File: config.mk
export PLATFORM = sky130hd
export DESIGN_NAME = iir_level_meter_flat
export DESIGN_NICKNAME = d
export VERILOG_FILES = /design/src/rtl/iir_level_meter_if.sv /design/src/rtl/iir_level_meter.sv /design/src/flat_wrapper.sv
export SDC_FILE = /design/constraint.sdc
export NUM_CORES = 1
export LEC_CHECK = 0
export ABC_AREA = 1
export CORE_ASPECT_RATIO = 0.8
export CORE_MARGIN = 3
export CORE_UTILIZATION = 30
export DETAILED_ROUTE_END_ITERATION = 7
export PLACE_DENSITY_LB_ADDON = 0.05
export SETUP_SLACK_MARGIN = 0.1
export SYNTH_ARGS = -nofsm -noshare
export SYNTH_HDL_FRONTEND = slang
export SYNTH_SLANG_ARGS = --single-unit
File: constraint.sdc
create_clock -name clk -period 3.4 [get_ports clk]
set_clock_uncertainty 0.1 [all_clocks]
set_input_delay 0.34 -clock clk [delete_from_list [all_inputs] [get_ports clk]]
set_output_delay 0.34 -clock clk [all_outputs]
set_load 0.01 [all_outputs]
File: src/rtl/iir_level_meter_if.sv
// Level-meter bus: filtered sample stream in, windowed level results out.
// Latency: n/a (signal bundle only).
// Backpressure: none; the sample side is valid-only, results are a one-cycle pulse plus held values.
// Ports: y/y_valid driven by the filter side (master); level_valid, peak, abs_sum, pass,
//        settled, win_count driven by the meter (slave).
interface iir_level_meter_if #(
    parameter int DATA_W = 32,
    parameter int ACC_W  = 40
);
    logic signed [DATA_W-1:0] y;
    logic                     y_valid;
    logic                     level_valid;
    logic        [DATA_W-1:0] peak;
    logic        [ACC_W-1:0]  abs_sum;
    logic                     pass;
    logic                     settled;
    logic        [15:0]       win_count;

    modport master (
        output y, y_valid,
        input  level_valid, peak, abs_sum, pass, settled, win_count
    );

    modport slave (
        input  y, y_valid,
        output level_valid, peak, abs_sum, pass, settled, win_count
    );
endinterface

File: src/rtl/iir_level_meter.sv
// Windowed level meter on the IIR output: peak |y|, sum |y| and a pass/stop flag per WINDOW samples.
// Latency: results and level_valid appear 1 cycle after the edge accepting a window's last sample.
// Backpressure: none; every y_valid sample is consumed, gaps of any length are tolerated.
// Ports: clk, reset (sync, active-low); bus.slave carries y/y_valid in and the results out.
module iir_level_meter #(
    parameter int DATA_W = 32,
    parameter int WINDOW = 24,
    parameter int ACC_W  = 40,
    parameter int SETTLE = 48,
    parameter int THRESH = 524288
) (
    input  logic               clk,
    input  logic               reset,
    iir_level_meter_if.slave   bus
);
    typedef enum logic {
        S_SETTLE  = 1'b0,
        S_MEASURE = 1'b1
    } state_t;

    state_t              state, state_next;
    logic [15:0]         settle_cnt;
    logic [8:0]          sample_cnt;
    logic [DATA_W-1:0]   peak_acc;
    logic [ACC_W-1:0]    sum_acc;

    logic [DATA_W-1:0]   mag;
    logic [DATA_W-1:0]   new_peak;
    logic [ACC_W-1:0]    new_sum;
    logic                accept;
    logic                win_done;

    // |y|; the most negative code has no positive twin, so clamp it to full scale.
    always_comb begin
        mag = bus.y;
        if (bus.y == {1'b1, {(DATA_W-1){1'b0}}})
            mag = {1'b0, {(DATA_W-1){1'b1}}};
        else if (bus.y[DATA_W-1])
            mag = -bus.y;
    end

    // Window totals including the current sample, so the last sample lands in the result.
    assign new_peak = (mag > peak_acc) ? mag : peak_acc;
    assign new_sum  = sum_acc + {{(ACC_W-DATA_W){1'b0}}, mag};

    always_comb begin
        state_next = state;
        accept     = 1'b0;
        win_done   = 1'b0;
        case (state)
            S_SETTLE: begin
                if (bus.y_valid && settle_cnt == 16'(SETTLE - 1))
                    state_next = S_MEASURE;
            end
            S_MEASURE: begin
                accept   = bus.y_valid;
                win_done = bus.y_valid && (sample_cnt == 9'(WINDOW - 1));
            end
            default: state_next = S_SETTLE;
        endcase
    end

    always_ff @(posedge clk) begin
        if (!reset) begin
            if (SETTLE == 0)
                state <= S_MEASURE;
            else
                state <= S_SETTLE;
            settle_cnt      <= '0;
            sample_cnt      <= '0;
            peak_acc        <= '0;
            sum_acc         <= '0;
            bus.level_valid <= 1'b0;
            bus.peak        <= '0;
            bus.abs_sum     <= '0;
            bus.pass        <= 1'b0;
            bus.settled     <= 1'b0;
            bus.win_count   <= '0;
        end else begin
            state           <= state_next;
            bus.level_valid <= win_done;
            // Sticky: once measuring, settled stays up until the next reset.
            if (state_next == S_MEASURE)
                bus.settled <= 1'b1;
            if (state == S_SETTLE && bus.y_valid)
                settle_cnt <= settle_cnt + 16'd1;
            if (win_done) begin
                bus.peak      <= new_peak;
                bus.abs_sum   <= new_sum;
                bus.pass      <= (new_peak >= DATA_W'(THRESH));
                bus.win_count <= bus.win_count + 16'd1;
                peak_acc      <= '0;
                sum_acc       <= '0;
                sample_cnt    <= '0;
            end else if (accept) begin
                peak_acc   <= new_peak;
                sum_acc    <= new_sum;
                sample_cnt <= sample_cnt + 9'd1;
            end
        end
    end
endmodule

File: src/flat_wrapper.sv
// flat-port wrapper written by rule: the top's interface ports become plain ports
module iir_level_meter_flat 
#(
    parameter int DATA_W = 32,
    parameter int WINDOW = 24,
    parameter int ACC_W  = 40,
    parameter int SETTLE = 48,
    parameter int THRESH = 524288
)
  (clk, reset, bus_y, bus_y_valid, bus_level_valid, bus_peak, bus_abs_sum, bus_pass, bus_settled, bus_win_count);
  iir_level_meter_if #(.DATA_W(DATA_W), .ACC_W(ACC_W)) bus_i ();
  input  logic clk;
  input  logic reset;
  input wire logic [$bits(bus_i.y)-1:0] bus_y;
  input wire logic [$bits(bus_i.y_valid)-1:0] bus_y_valid;
  output wire logic [$bits(bus_i.level_valid)-1:0] bus_level_valid;
  output wire logic [$bits(bus_i.peak)-1:0] bus_peak;
  output wire logic [$bits(bus_i.abs_sum)-1:0] bus_abs_sum;
  output wire logic [$bits(bus_i.pass)-1:0] bus_pass;
  output wire logic [$bits(bus_i.settled)-1:0] bus_settled;
  output wire logic [$bits(bus_i.win_count)-1:0] bus_win_count;
  assign bus_i.y = bus_y;
  assign bus_i.y_valid = bus_y_valid;
  assign bus_level_valid = bus_i.level_valid;
  assign bus_peak = bus_i.peak;
  assign bus_abs_sum = bus_i.abs_sum;
  assign bus_pass = bus_i.pass;
  assign bus_settled = bus_i.settled;
  assign bus_win_count = bus_i.win_count;
  iir_level_meter #(.DATA_W(DATA_W), .WINDOW(WINDOW), .ACC_W(ACC_W), .SETTLE(SETTLE), .THRESH(THRESH)) u_core (.clk(clk), .reset(reset), .bus(bus_i));
endmodule
; ---- Yosys cells after proc, flatten, opt, wreduce, memory -nomap -nowiden
; Index checks and enable logic that the tools add are counted.
[totals]
latch_bits = 0
input_bits = 35
n_memories = 0
ff_bits = 189
romBits = 0
out_inout_bits = 91
ram_bits = 0
[classes]
bitwise_logic = 2
n_reduce_logical = 4
addsub = 5
eq_ne = 3
shifts = 0
order_cmp = 2
div = 0
n_mux = 7
mul = 0
[ops]
columns = cell, n
row1 = 2-to-1 mux 32 bit, 3
row2 = adder 40 x 32 -> 40 bit, 1
row3 = adder 16 x 1 -> 16 bit (second input constant), 2
row4 = == test 32 bit (second input constant), 1
row5 = greater-or-equal comparator 32 x 20 -> 1 bit (second input constant), 1
row6 = > comparator 32 bit, 1
row7 = negator 32 bit, 1
row8 = == test 16 x 6 -> 1 bit (second input constant), 1
row9 = adder 9 x 1 -> 9 bit (second input constant), 1
row10 = == test 9 x 5 -> 1 bit (second input constant), 1
row11 = 2-to-1 mux 1 bit, 4
row12 = logical AND 1 bit, 3
row13 = inverter 1 bit, 2
row14 = OR reduction 2 bit, 1

; ---- Longest topological paths before layout
[logic_depth]
ltp_word = 6
depth_mapped = 29
ltp_nobuf = 27

; ---- Worst setup path before layout
; OpenSTA, ideal clock, no wires.
[synth_timing]
path_kind = input-to-reg
startpoint = in bus_y[1]
endpoint = reg u_core.bus.pass
t_arrival_ps = 3012
n_path_buf = 3
slack_ps = 176
setup_ps = 112
stages = 28
required_ps = 3188
path_cell_list = inv_1 -> ha_1 -> nand2_1 -> nor2_2 -> nand2_2 -> nor2_4 -> inv_2 -> buf_6 -> buf_6 -> nand2_2 -> ha_1 -> nand2_1 -> inv_1 -> nand2_1 -> nand2_1 -> a21oi_1 -> nand3_2 -> nand2_2 -> nand2_4 -> nand2_4 -> buf_6 -> nand2_1 -> o21ai_1 -> nand2_1 -> nor2_1 -> nand2_1 -> nand2_1 -> nand2_1
[synth_between]
elab_chain_cells = 6
elab_cells_between_ends = 7
[synth_lines]
columns = item, line
row1 = start: declaration, flat_wrapper.sv:14  ; input wire logic [$bits(bus_i.y)-1:0] bus_y;
row2 = negator 32 bit, iir_level_meter.sv:39  ; mag = -bus.y;
row3 = 2-to-1 mux 32 bit, iir_level_meter.sv:38  ; else if (bus.y[DATA_W-1])
row4 = 2-to-1 mux 32 bit *, iir_level_meter.sv:36  ; if (bus.y == {1'b1, {(DATA_W-1){1'b0}}})
row5 = > comparator 32 bit, iir_level_meter.sv:43  ; assign new_peak = (mag > peak_acc) ? mag : peak_acc;
row6 = 2-to-1 mux 32 bit *, iir_level_meter.sv:43
row7 = greater-or-equal comparator 32 x 20 -> 1 bit *, iir_level_meter.sv:90  ; bus.pass <= (new_peak >= DATA_W'(THRESH));
row8 = end signal: assignment, iir_level_meter.sv:90
row9 = end: declaration, iir_level_meter_if.sv:26  ; output level_valid, peak, abs_sum, pass, settled, win_count
; Mark *: on every way between the ends. The rest lies on a longest branch, timed or not.
; A chain may end at the register's enable or synchronous reset.

; ---- Worst setup path after layout
[layout_timing]
startpoint = in bus_y[29]
endpoint = reg u_core.bus.pass
; Same word-level chain as after synthesis.

==> results by group <==
Timing
  • Period minus WS final: 3.18 ns
  • Final Max Tran Viols: 0
  • Hold Fails Final Rpt: 0
  • RSZ-0062 raised after global routing: false
  • Period utilization: 0.935
  • Slew HR: 0.515
  • Tightest Pin Transition: 0.721 ns
  • Setup ws final: 0.220 ns
  • Setup violators final: 0
  • Fmax achieved: 314 MHz
  • Final Hold Slack: 0.355 ns

Floorplanning
  • Core area: 37700 sq um
  • Die height: 182 microns
  • IO Pins: 126
  • Row Count: 63
  • Die Area: 41300 sq um
  • Initial Utilization: 0.310
  • Die Width: 227 microns

Placed design
  • Hpwl dp: 32200 microns
  • GP Congestion: 0.888
  • IO Port Bufs: 125
  • Dpl ws: -0.861 ns

Setup path
  • Crit path kind: in2reg
  • CP Data Required Time: 3.65 ns
  • R2r setup slk: 0.92 ns
  • Worst Path Max Fanout: 7
  • Worst R2R End: u_core.bus.pass$_SDFFE_PN0P_
  • CP most frequent cell: nand2_1
  • Max stage delay on crit path: 0.27 ns
  • Crit start category: input pin
  • RR Startpoint: u_core.peak_acc[22]$_SDFFE_PP0P_
  • CP max-delay cell: dlygate4sd2_1
  • CP Data Arrival Time: 3.43 ns
  • CP Capture Type: flip-flop
  • R2R depth: 18

Power
  • Internal Dissipation: 3.80 mW
  • Power share of the combinational group: 0.231
  • Pwr dens: 301 nW/um^2
  • Power share of the sequential group: 0.404
  • Sw Pwr: 1.69 mW
  • Leakage power: 8.25 nW
  • PnR Total Power: 5.49 mW
  • Clock power share: 0.365
  • Sw Ratio: 0.307
  • Maximum VDD drop: 302 uV

Cells and area
  • Final net count: 2323
  • Area growth from synthesis to layout: 56.3%
  • # diodes: 0
  • Layout cells sized above 1: 0.340
  • Most frequent cells in the layout: nand2_1, buf_4, inv_1
  • Most common cell after layout, fill and taps aside: nand2_1

Clocking
  • CTS tree: yes
  • Worst-Skew Late Latency: 0.46 ns
  • Hold_buf cts: 0
  • CTS Buf Count: 17
  • CTS clk-pin slew, worst paths: 0.08 ns
  • CTS max path bufs: 2
  • Clk root buf: clkbuf_16
  • Clock H-tree levels: 4
  • CTS sink count: 189

Synthesis
  • Async S/R FF share, synth: 0
  • Yosys cell types: 53
  • Number of flops mapped to enable cells by yosys: 0
  • Syn Nets: 1844
  • Mapped Cells: 1740
  • Synth Flop Type: dfxtp_1
  • Yosys reg bits: 189
  • YS warnings: 0
  • Post-Syn Area: 11700 sq um
  • Sequential area share after synthesis: 0.324
  • Post-synthesis average cell area: 6.71 sq um

Hold path
  • Hold Path Class: reg2reg
  • Hold Crit Depth: 2
  • Min-delay src: u_core.bus.peak[15]$_SDFFE_PN0P_
  • Worst hold endpoint: u_core.bus.peak[15]$_SDFFE_PN0P_

Global route
  • Initial antenna violation count: 0
  • First-pass GRT wire length: 65100 microns
  • GRT Total Usage: 0.200
  • Vias in the first global route: 12.1k
  • Largest net degree at the start of global routing: 125
  • GRT overflow: 0

Drt
  • WL final: 42000 microns
  • DR vias/cell: 4.66
  • DR DRC count: 0
  • Initial DRC count: 638
  • First drt pass iteration count: 5
  • Vias: 12.7k
  • Antenna Nets Post-Route: 0
  • DR WL/cell: 15.5 microns

Run status
  • Status: finished, final reports clean

Run
  • Total of max-cap violations: 0
==> registers in the layout, indices dropped and copies added, names as in the netlist <==
name,count
u_core.bus.win_count,16
u_core.bus.peak,32
u_core.peak_acc,32
u_core.state,1
u_core.bus.pass,1
u_core.bus.settled,1
u_core.bus.level_valid,1
u_core.sample_cnt,9
u_core.sum_acc,40
u_core.settle_cnt,16
u_core.bus.abs_sum,40
==> critical path: cells and delay by family <==
family	cells	cell delay [ns]
buffers and inverters	7	1.01
AND/OR/NAND/NOR	18	1.88
adder cells (fa/ha/maj)	1	0.14
AO/OA/AOI/OAI	1	0.05
==> through the flow <==
stage | TNS [ns] | std cells | utilization | area, sq um
after floorplan | 0 | 1740 | - | 11700
after global placement | -85.96 | 2632 | 0.421 | 15900
after detailed placement | -88.43 | 2632 | 0.421 | 15900
after CTS | 0 | 2700 | 0.456 | 17200
after global routing | 0 | 2719 | 0.484 | 18200
final | 0 | 2719 | 0.484 | 18200
==> cell type report <==
type	instances	area, sq um
inverters	257	975
repair inverters	1	6.26
clock buffers	18	439
flip-flops and latches	189	3780
fillers	3873	19400
repair buffers	511	4170
multi-input cells	1242	8140
clock inverters	14	130
well taps	487	609
==> how the worst max path moves through the flow <==
| stage | cells past startpoint | start | endpoint |
|---|---|---|---|
| 5_1_grt | 27 | bus_y[19] | u_core.bus.pass$_SDFFE_PN0P_ |
| 6_report | 27 | bus_y[29] | u_core.bus.pass$_SDFFE_PN0P_ |
| 3_5_place_dp | 25 | bus_y[0] | u_core.bus.abs_sum[28]$_SDFFE_PN0P_ |
| 3_3_place_gp | 25 | bus_y[0] | u_core.bus.abs_sum[28]$_SDFFE_PN0P_ |
| 4_1_cts | 26 | bus_y[10] | u_core.bus.pass$_SDFFE_PN0P_ |
| 2_1_floorplan | 28 | bus_y[1] | u_core.bus.pass$_SDFFE_PN0P_ |
==> cells by family (layout without fill, tap and decap cells) <==
kind of cell / after synthesis / in the layout / synth area share
AND/OR/NAND/NOR: 774 / 775 / 0.288
AO/OA/AOI/OAI: 348 / 348 / 0.172
flip-flops: 189 / 189 / 0.324
adder cells (fa/ha/maj): 69 / 69 / 0.0746
XOR/XNOR: 50 / 50 / 0.0375
buffers and inverters: 310 / 801 / 0.104
==> cell usage after synthesis, drive strengths merged (5+ instances only) <==
master | instances | area (sq um)
nand2 | 452 | 1750
inv | 256 | 961
dfxtp | 189 | 3780
nor2 | 169 | 684
o21ai | 152 | 776
a21oi | 105 | 533
nand3 | 77 | 428
ha | 68 | 851
o211ai | 40 | 300
xor2 | 33 | 289
clkbuf | 28 | 106
nor3 | 28 | 156
buf | 25 | 146
nand4 | 22 | 159
a22o | 19 | 166
xnor2 | 17 | 149
nor4 | 14 | 93.8
a21o | 9 | 67.6
a31oi | 9 | 56.3
nor3b | 5 | 37.5
o21bai | 5 | 37.5
==> power groups by stage <==
stage,clock network (mW),registers (mW),logic [mW]
5_1_grt,2.16,2.22,1.38
6_report,2.01,2.22,1.27
4_1_cts,2.08,2.22,1.11
3_3_place_gp,0,2.27,1.04
2_1_floorplan,0,2.27,0.454
3_5_place_dp,0,2.27,1.04
==> metal layers <==
metal	track usage	up-vias	wire, microns
met5	0	-	0
met3	0.0286	22	1410
li1	-	6606	-
met4	0.0326	0	266
met2	0.308	187	18600
met1	0.299	5856	21700
==> timing repair <==
action | CTS | global route
gates resized for setup | 168 | 270
setup endpoints to repair | 127 | 122
buffers inserted | 35 | 18
pin swaps | 70 | 110
cloned | 1 | 1
Power figures use the tool's default switching activity.
